[config.mk]
export PLATFORM = sky130hd
export DESIGN_NAME = h2f_fabric_reg_arbiter
export DESIGN_NICKNAME = d
export VERILOG_FILES = /design/src/rtl/h2f_bridge_pkg.sv /design/src/rtl/rr_arbiter_pick.sv /design/src/rtl/h2f_fabric_reg_arbiter.sv
export SDC_FILE = /design/constraint.sdc
export NUM_CORES = 1
export LEC_CHECK = 0
export ABC_AREA = 1
export CORE_MARGIN = 3
export CORE_UTILIZATION = 30
export DETAILED_ROUTE_END_ITERATION = 16
export HOLD_SLACK_MARGIN = 0.03
export RECOVER_POWER = 25
export SYNTH_ARGS = -nofsm -noshare
export SYNTH_HDL_FRONTEND = slang
export SYNTH_SLANG_ARGS = --single-unit
[constraint.sdc]
create_clock -name clk -period 2.5 [get_ports clk]
set_clock_uncertainty 0.15 [all_clocks]
set_input_delay 0.375 -clock clk [delete_from_list [all_inputs] [get_ports clk]]
set_output_delay 0.375 -clock clk [all_outputs]
set_load 0.01 [all_outputs]
[src/rtl/h2f_bridge_pkg.sv]
// Shared types and default sizes for the HPS-to-FPGA register bridge and its fabric-side arbiter.
package h2f_bridge_pkg;

    localparam int unsigned DEF_TOTREG    = 32;
    localparam int unsigned DEF_DATAWIDTH = 32;
    localparam int unsigned DEF_SEL_W     = $clog2(DEF_TOTREG);

    typedef enum logic [1:0] {
        StIdle,
        StIssue,
        StAck
    } arb_state_e;

endpackage

[src/rtl/rr_arbiter_pick.sv]
// Combinational round-robin select: first request strictly after ptr, wrapping, gives one-hot and id.
module rr_arbiter_pick #(
    parameter int unsigned NREQ = 4,
    parameter int unsigned IW   = $clog2(NREQ)
) (
    input  logic [NREQ-1:0] req,
    input  logic [IW-1:0]   ptr,
    output logic [NREQ-1:0] gnt,
    output logic [IW-1:0]   id,
    output logic            valid
);

    logic [NREQ-1:0] above;
    logic [NREQ-1:0] pool;

    always_comb begin
        above = '0;
        for (int unsigned i = 0; i < NREQ; i++) begin
            above[i] = (i > 32'(ptr)) & req[i];
        end
        // Fall back to the full vector once nothing above the pointer remains (wrap).
        pool  = (|above) ? above : req;
        gnt   = '0;
        id    = '0;
        valid = |req;
        for (int unsigned i = 0; i < NREQ; i++) begin
            if (pool[i] && (gnt == '0)) begin
                gnt[i] = 1'b1;
                id     = IW'(i);
            end
        end
    end

endmodule

[src/rtl/h2f_fabric_reg_arbiter.sv]
// Round-robin arbiter sharing the fabric register port of the HPS-to-FPGA bank among NREQ
// requesters; fabric writes stall behind HPS writes and abort after TIMEOUT stall cycles.
module h2f_fabric_reg_arbiter
    import h2f_bridge_pkg::*;
#(
    parameter int unsigned NREQ      = 4,
    parameter int unsigned TOTREG    = DEF_TOTREG,
    parameter int unsigned DATAWIDTH = DEF_DATAWIDTH,
    parameter int unsigned TIMEOUT   = 255
) (
    input  logic                              clk,
    input  logic                              rst,
    input  logic [NREQ-1:0]                   req_i,
    input  logic [NREQ-1:0]                   req_we_i,
    input  logic [NREQ*$clog2(TOTREG)-1:0]    req_sel_i,
    input  logic [NREQ*DATAWIDTH-1:0]         req_wdata_i,
    output logic [NREQ-1:0]                   ack_o,
    output logic                              err_o,
    output logic [DATAWIDTH-1:0]              rdata_o,
    output logic                              busy_o,
    input  logic                              hps_write_i,
    output logic [$clog2(TOTREG)-1:0]         fabric_regsel_o,
    output logic                              fabric_regwrite_o,
    output logic [DATAWIDTH-1:0]              fabric_regdata_o,
    input  logic [DATAWIDTH-1:0]              fabric_regdata_i
);

    localparam int unsigned SW = $clog2(TOTREG);
    localparam int unsigned IW = $clog2(NREQ);
    localparam int unsigned CW = (TIMEOUT > 0) ? $clog2(TIMEOUT + 1) : 1;

    arb_state_e       state_q;
    logic [IW-1:0]    ptr_q;
    logic [NREQ-1:0]  gnt_q;
    logic             we_q;
    logic [SW-1:0]    sel_q;
    logic [DATAWIDTH-1:0] wdata_q;
    logic [CW-1:0]    cnt_q;
    logic [DATAWIDTH-1:0] rdata_q;
    logic             err_q;
    logic [NREQ-1:0]  ack_q;

    logic [NREQ-1:0]  gnt;
    logic [IW-1:0]    gnt_id;
    logic             gnt_valid;

    rr_arbiter_pick #(
        .NREQ (NREQ),
        .IW   (IW)
    ) u_pick (
        .req   (req_i),
        .ptr   (ptr_q),
        .gnt   (gnt),
        .id    (gnt_id),
        .valid (gnt_valid)
    );

    always_ff @(posedge clk) begin
        if (rst) begin
            state_q <= StIdle;
            ptr_q   <= IW'(NREQ - 1);
            gnt_q   <= '0;
            we_q    <= 1'b0;
            sel_q   <= '0;
            wdata_q <= '0;
            cnt_q   <= '0;
            rdata_q <= '0;
            err_q   <= 1'b0;
            ack_q   <= '0;
        end else begin
            ack_q <= '0;
            err_q <= 1'b0;
            case (state_q)
                StIdle: begin
                    if (gnt_valid) begin
                        gnt_q   <= gnt;
                        ptr_q   <= gnt_id;
                        we_q    <= req_we_i[gnt_id];
                        sel_q   <= req_sel_i[gnt_id*SW +: SW];
                        wdata_q <= req_wdata_i[gnt_id*DATAWIDTH +: DATAWIDTH];
                        cnt_q   <= '0;
                        state_q <= StIssue;
                    end
                end
                StIssue: begin
                    if (!we_q) begin
                        rdata_q <= fabric_regdata_i;
                        ack_q   <= gnt_q;
                        state_q <= StAck;
                    end else if (!hps_write_i) begin
                        ack_q   <= gnt_q;
                        state_q <= StAck;
                    end else if ((TIMEOUT != 0) && (32'(cnt_q) + 32'd1 == TIMEOUT)) begin
                        // The bank keeps losing to HPS writes: give up without writing.
                        ack_q   <= gnt_q;
                        err_q   <= 1'b1;
                        state_q <= StAck;
                    end else begin
                        cnt_q <= cnt_q + 1'b1;
                    end
                end
                StAck:   state_q <= StIdle;
                default: state_q <= StIdle;
            endcase
        end
    end

    assign ack_o             = ack_q;
    assign err_o             = err_q;
    assign rdata_o           = rdata_q;
    assign busy_o            = (state_q != StIdle);
    assign fabric_regsel_o   = sel_q;
    assign fabric_regdata_o  = wdata_q;
    // Combinational so a concurrent HPS write suppresses the strobe in the same cycle.
    assign fabric_regwrite_o = we_q & (state_q == StIssue) & ~hps_write_i;

endmodule

==> reports/metrics.csv <==
metric,value,unit
first_iter_violations,201,
end_kind,primary output,
synth_ff_type,dfxtp_1,
route.detailed.drc,0,
dieHeight,137,µm
start_util,0.308,
netlist_instances,842,
finalCritPeriodShare,0.911,
async_flop_share,0,
grt_max_degree,59,
synth-edff-count,0,
cts_resized,0,
hold_violations,0,
r2r_cells,6,
fin_area,0.00827,mm²
coreArea,0.0166,mm²
reg2reg_to,rdata_o[18],
synthToLayoutAreaGrowth,61.3,%
io_buffers,266,
cts-buffers-inserted,9,
total_power,0.00498,W
synth_top_area_frac,0.355,
ant_nets,0,
io_pins,267,
cts-hold-fix-buffers,0,
rows,47,
drt_pass1_iterations,4,
drive_gt1_frac,0.0495,
power_density,603,mW/mm²
grt_pass1_vias,5740,
path_cells,inv_1 -> nor2_2 -> inv_1 -> nor3_1 -> clkdlybuf4s50_1,
htree_levels,3,
peakVddDrop,0.370,mV
hold_start,gnt_q[3],
crit_fanout,11,
cts_root_buf,clkbuf_16,
synth-seq-area-share,0.355,
path_buf_inv,3,
grt_overflow,0,
cap_violations,0,
place_area,0.00799,mm²
slew_violations,0,
cts_sinks,91,
finish.utilization,0.497,
hold-path-endpoint,ack_o[3],
routed_via_density,4.50,
die-area,0.0187,mm²
period_needed,2.28,ns
clk_path_buf_depth,2,
grt_pass1_wl,29000,µm
finalSetupViolations,0,
status,finished clean,
rsz0062_at_grt,no,
wl,18600,µm
start_kind,register,
clkSlewWorstSetupHoldPaths,0.07,ns
worst_path_dominant_cell_family,buffers and inverters,
finalWeightedCongestion,0.832,
nNetsFinal,1278,
fmax,439,MHz
critPathKind,reg2out,
path_depth,5,
whs_path_depth,2,
crit_path_start,state_q[0],
die_w,137,µm
worst_ep_required_time,1.98,ns
grt_use_total,0.196,
synth_top_area_cell,dfxtp_1,
path_common_cell,inv_1,
netlist_area,0.00512,mm²
slowest_delay,0.60,ns
relSlewSlack,0.514,
clk_latency,0.34,ns
yosys-top-cells-area,"dfxtp_1, nand2_1, nor2_1",
setup_tns,0,ns
ff2ff_setup_slack,0.33,ns
hold_path.class,reg2reg,
cts_tree,yes,
wire_per_inst,14.2,µm
synth_nets,1035,
leakage,3.69,nW
tightest_slew,0.729,ns
ys_ff_latch,91,
cts_setup_buffers,0,
r2r_start,we_q,
antenna_cells,0,
antenna_found_initial,0,
via_count,5901,
ys_warn_count,0,
worstPathArrival,1.75,ns
synth.avg_cell_area,6.09,µm²
cp_slowest_cell,clkdlybuf4s50_1,
synth_cell_type_count,27,
whs,0.273,ns
hpwl,13500,µm
[routing by layer]
| metal | global-route usage | wire length (µm) | vias up |
|---|---|---|---|
| li1 | - | - | 3103 |
| met4 | 0.0717 | 423 | 0 |
| met2 | 0.338 | 8880 | 187 |
| met1 | 0.223 | 7620 | 2586 |
| met3 | 0.0684 | 1660 | 25 |
| met5 | 0 | 0 | - |
[flip-flops by register name (all words and copies together), names as in the netlist]
signal,count
ack_o,4
cnt_q,8
err_o,1
fabric_regdata_o,32
fabric_regsel_o,5
gnt_q,4
ptr_q,2
rdata_o,32
state_q,2
we_q,1
[how the worst max path moves through the flow]
| stage | to | slack [ns] |
|---|---|---|
| final | fabric_regwrite_o | 0.22 |
| after global routing | fabric_regwrite_o | 0.11 |
| after CTS | fabric_regwrite_o | 0.21 |
| after detailed placement | fabric_regdata_o[17] | 0.1 |
| after global placement | cnt_q[0] | 0.17 |
| after floorplan | cnt_q[0] | 0.76 |
[tightest hold or removal path, cell delays in order (launching register included)]
cell	delay [ns]
dfxtp_1	0.31
inv_1	0.05
nor2_1	0.04
[final cells by class]
class                      count  area, µm²
clock inverter                 6       47.5
sequential                    91       1820
fill                        1747       8380
clock buffer                  10        229
multi-input combinational    592       2620
inverter                     105        394
timing repair buffer         286       2880
tap                          220        275
[logic make-up (layout without fill, tap and decap cells)]
| group | after synthesis | in the layout | share of synthesized area |
|---|---|---|---|
| AND/OR/NAND/NOR | 422 | 422 | 0.330 |
| XOR/XNOR | 3 | 3 | 0.00513 |
| buffers and inverters | 159 | 407 | 0.137 |
| adder cells (fa/ha/maj) | 2 | 2 | 0.00488 |
| AO/OA/AOI/OAI | 165 | 165 | 0.168 |
| flip-flops | 91 | 91 | 0.355 |
[where the power goes]
| group | internal, W | total, W | leakage (nW) | switching (W) |
|---|---|---|---|---|
| clock | 0.000686 | 0.00131 | 0.134 | 0.000619 |
| sequential | 0.00164 | 0.00174 | 0.749 | 0.000105 |
| combinational | 0.000919 | 0.00194 | 2.80 | 0.00102 |
| total | 0.00324 | 0.00498 | 3.69 | 0.00174 |
[per-stage QoR]
stage | setup slack, ns | cells
after floorplan | 0.762 | 842
after global placement | 0.166 | 1294
after detailed placement | 0.0981 | 1294
after CTS | 0.209 | 1310
after global routing | 0.106 | 1310
final | 0.222 | 1310
[placed cells by master, fill, tap and decap left out]
cell type / netlist / layout
clkdlybuf4s50_1: 0 / 256
nand2_1: 219 / 219
nor2_1: 141 / 140
inv_1: 98 / 98
dfxtp_1: 91 / 91
a21oi_1: 83 / 83
o21ai_0: 59 / 59
nand3_1: 48 / 48
o21ai_1: 18 / 18
buf_4: 5 / 12
dlygate4sd3_1: 0 / 10
clkbuf_16: 0 / 9
inv_2: 6 / 6
buf_12: 0 / 6
nor2_2: 5 / 5
nand3_2: 3 / 3
o21ai_4: 2 / 3
xor2_1: 3 / 3
inv_6: 0 / 3
nor4_1: 2 / 2
o2111ai_1: 2 / 2
ha_1: 2 / 2
clkbuf_2: 0 / 2
or2_1: 1 / 1
clkinv_1: 1 / 1
nor3_1: 1 / 1
nor2_4: 0 / 1
nand2_2: 1 / 1
nand4_1: 1 / 1
clkinvlp_4: 0 / 1
clkinv_4: 0 / 1
clkinv_2: 0 / 1
clkbuf_1: 27 / 1
[cells in the mapped netlist, types with 3 or more instances]
master,count
nand3_2,3
xor2_1,3
dfxtp_1,91
inv_2,6
buf_4,5
nor2_2,5
inv_1,98
o21ai_1,18
a21oi_1,83
o21ai_0,59
buf_6,10
nand2_1,219
buf_2,10
clkbuf_1,27
nand3_1,48
nor2_1,141
Note: power is estimated with default switching activity, not from simulation.
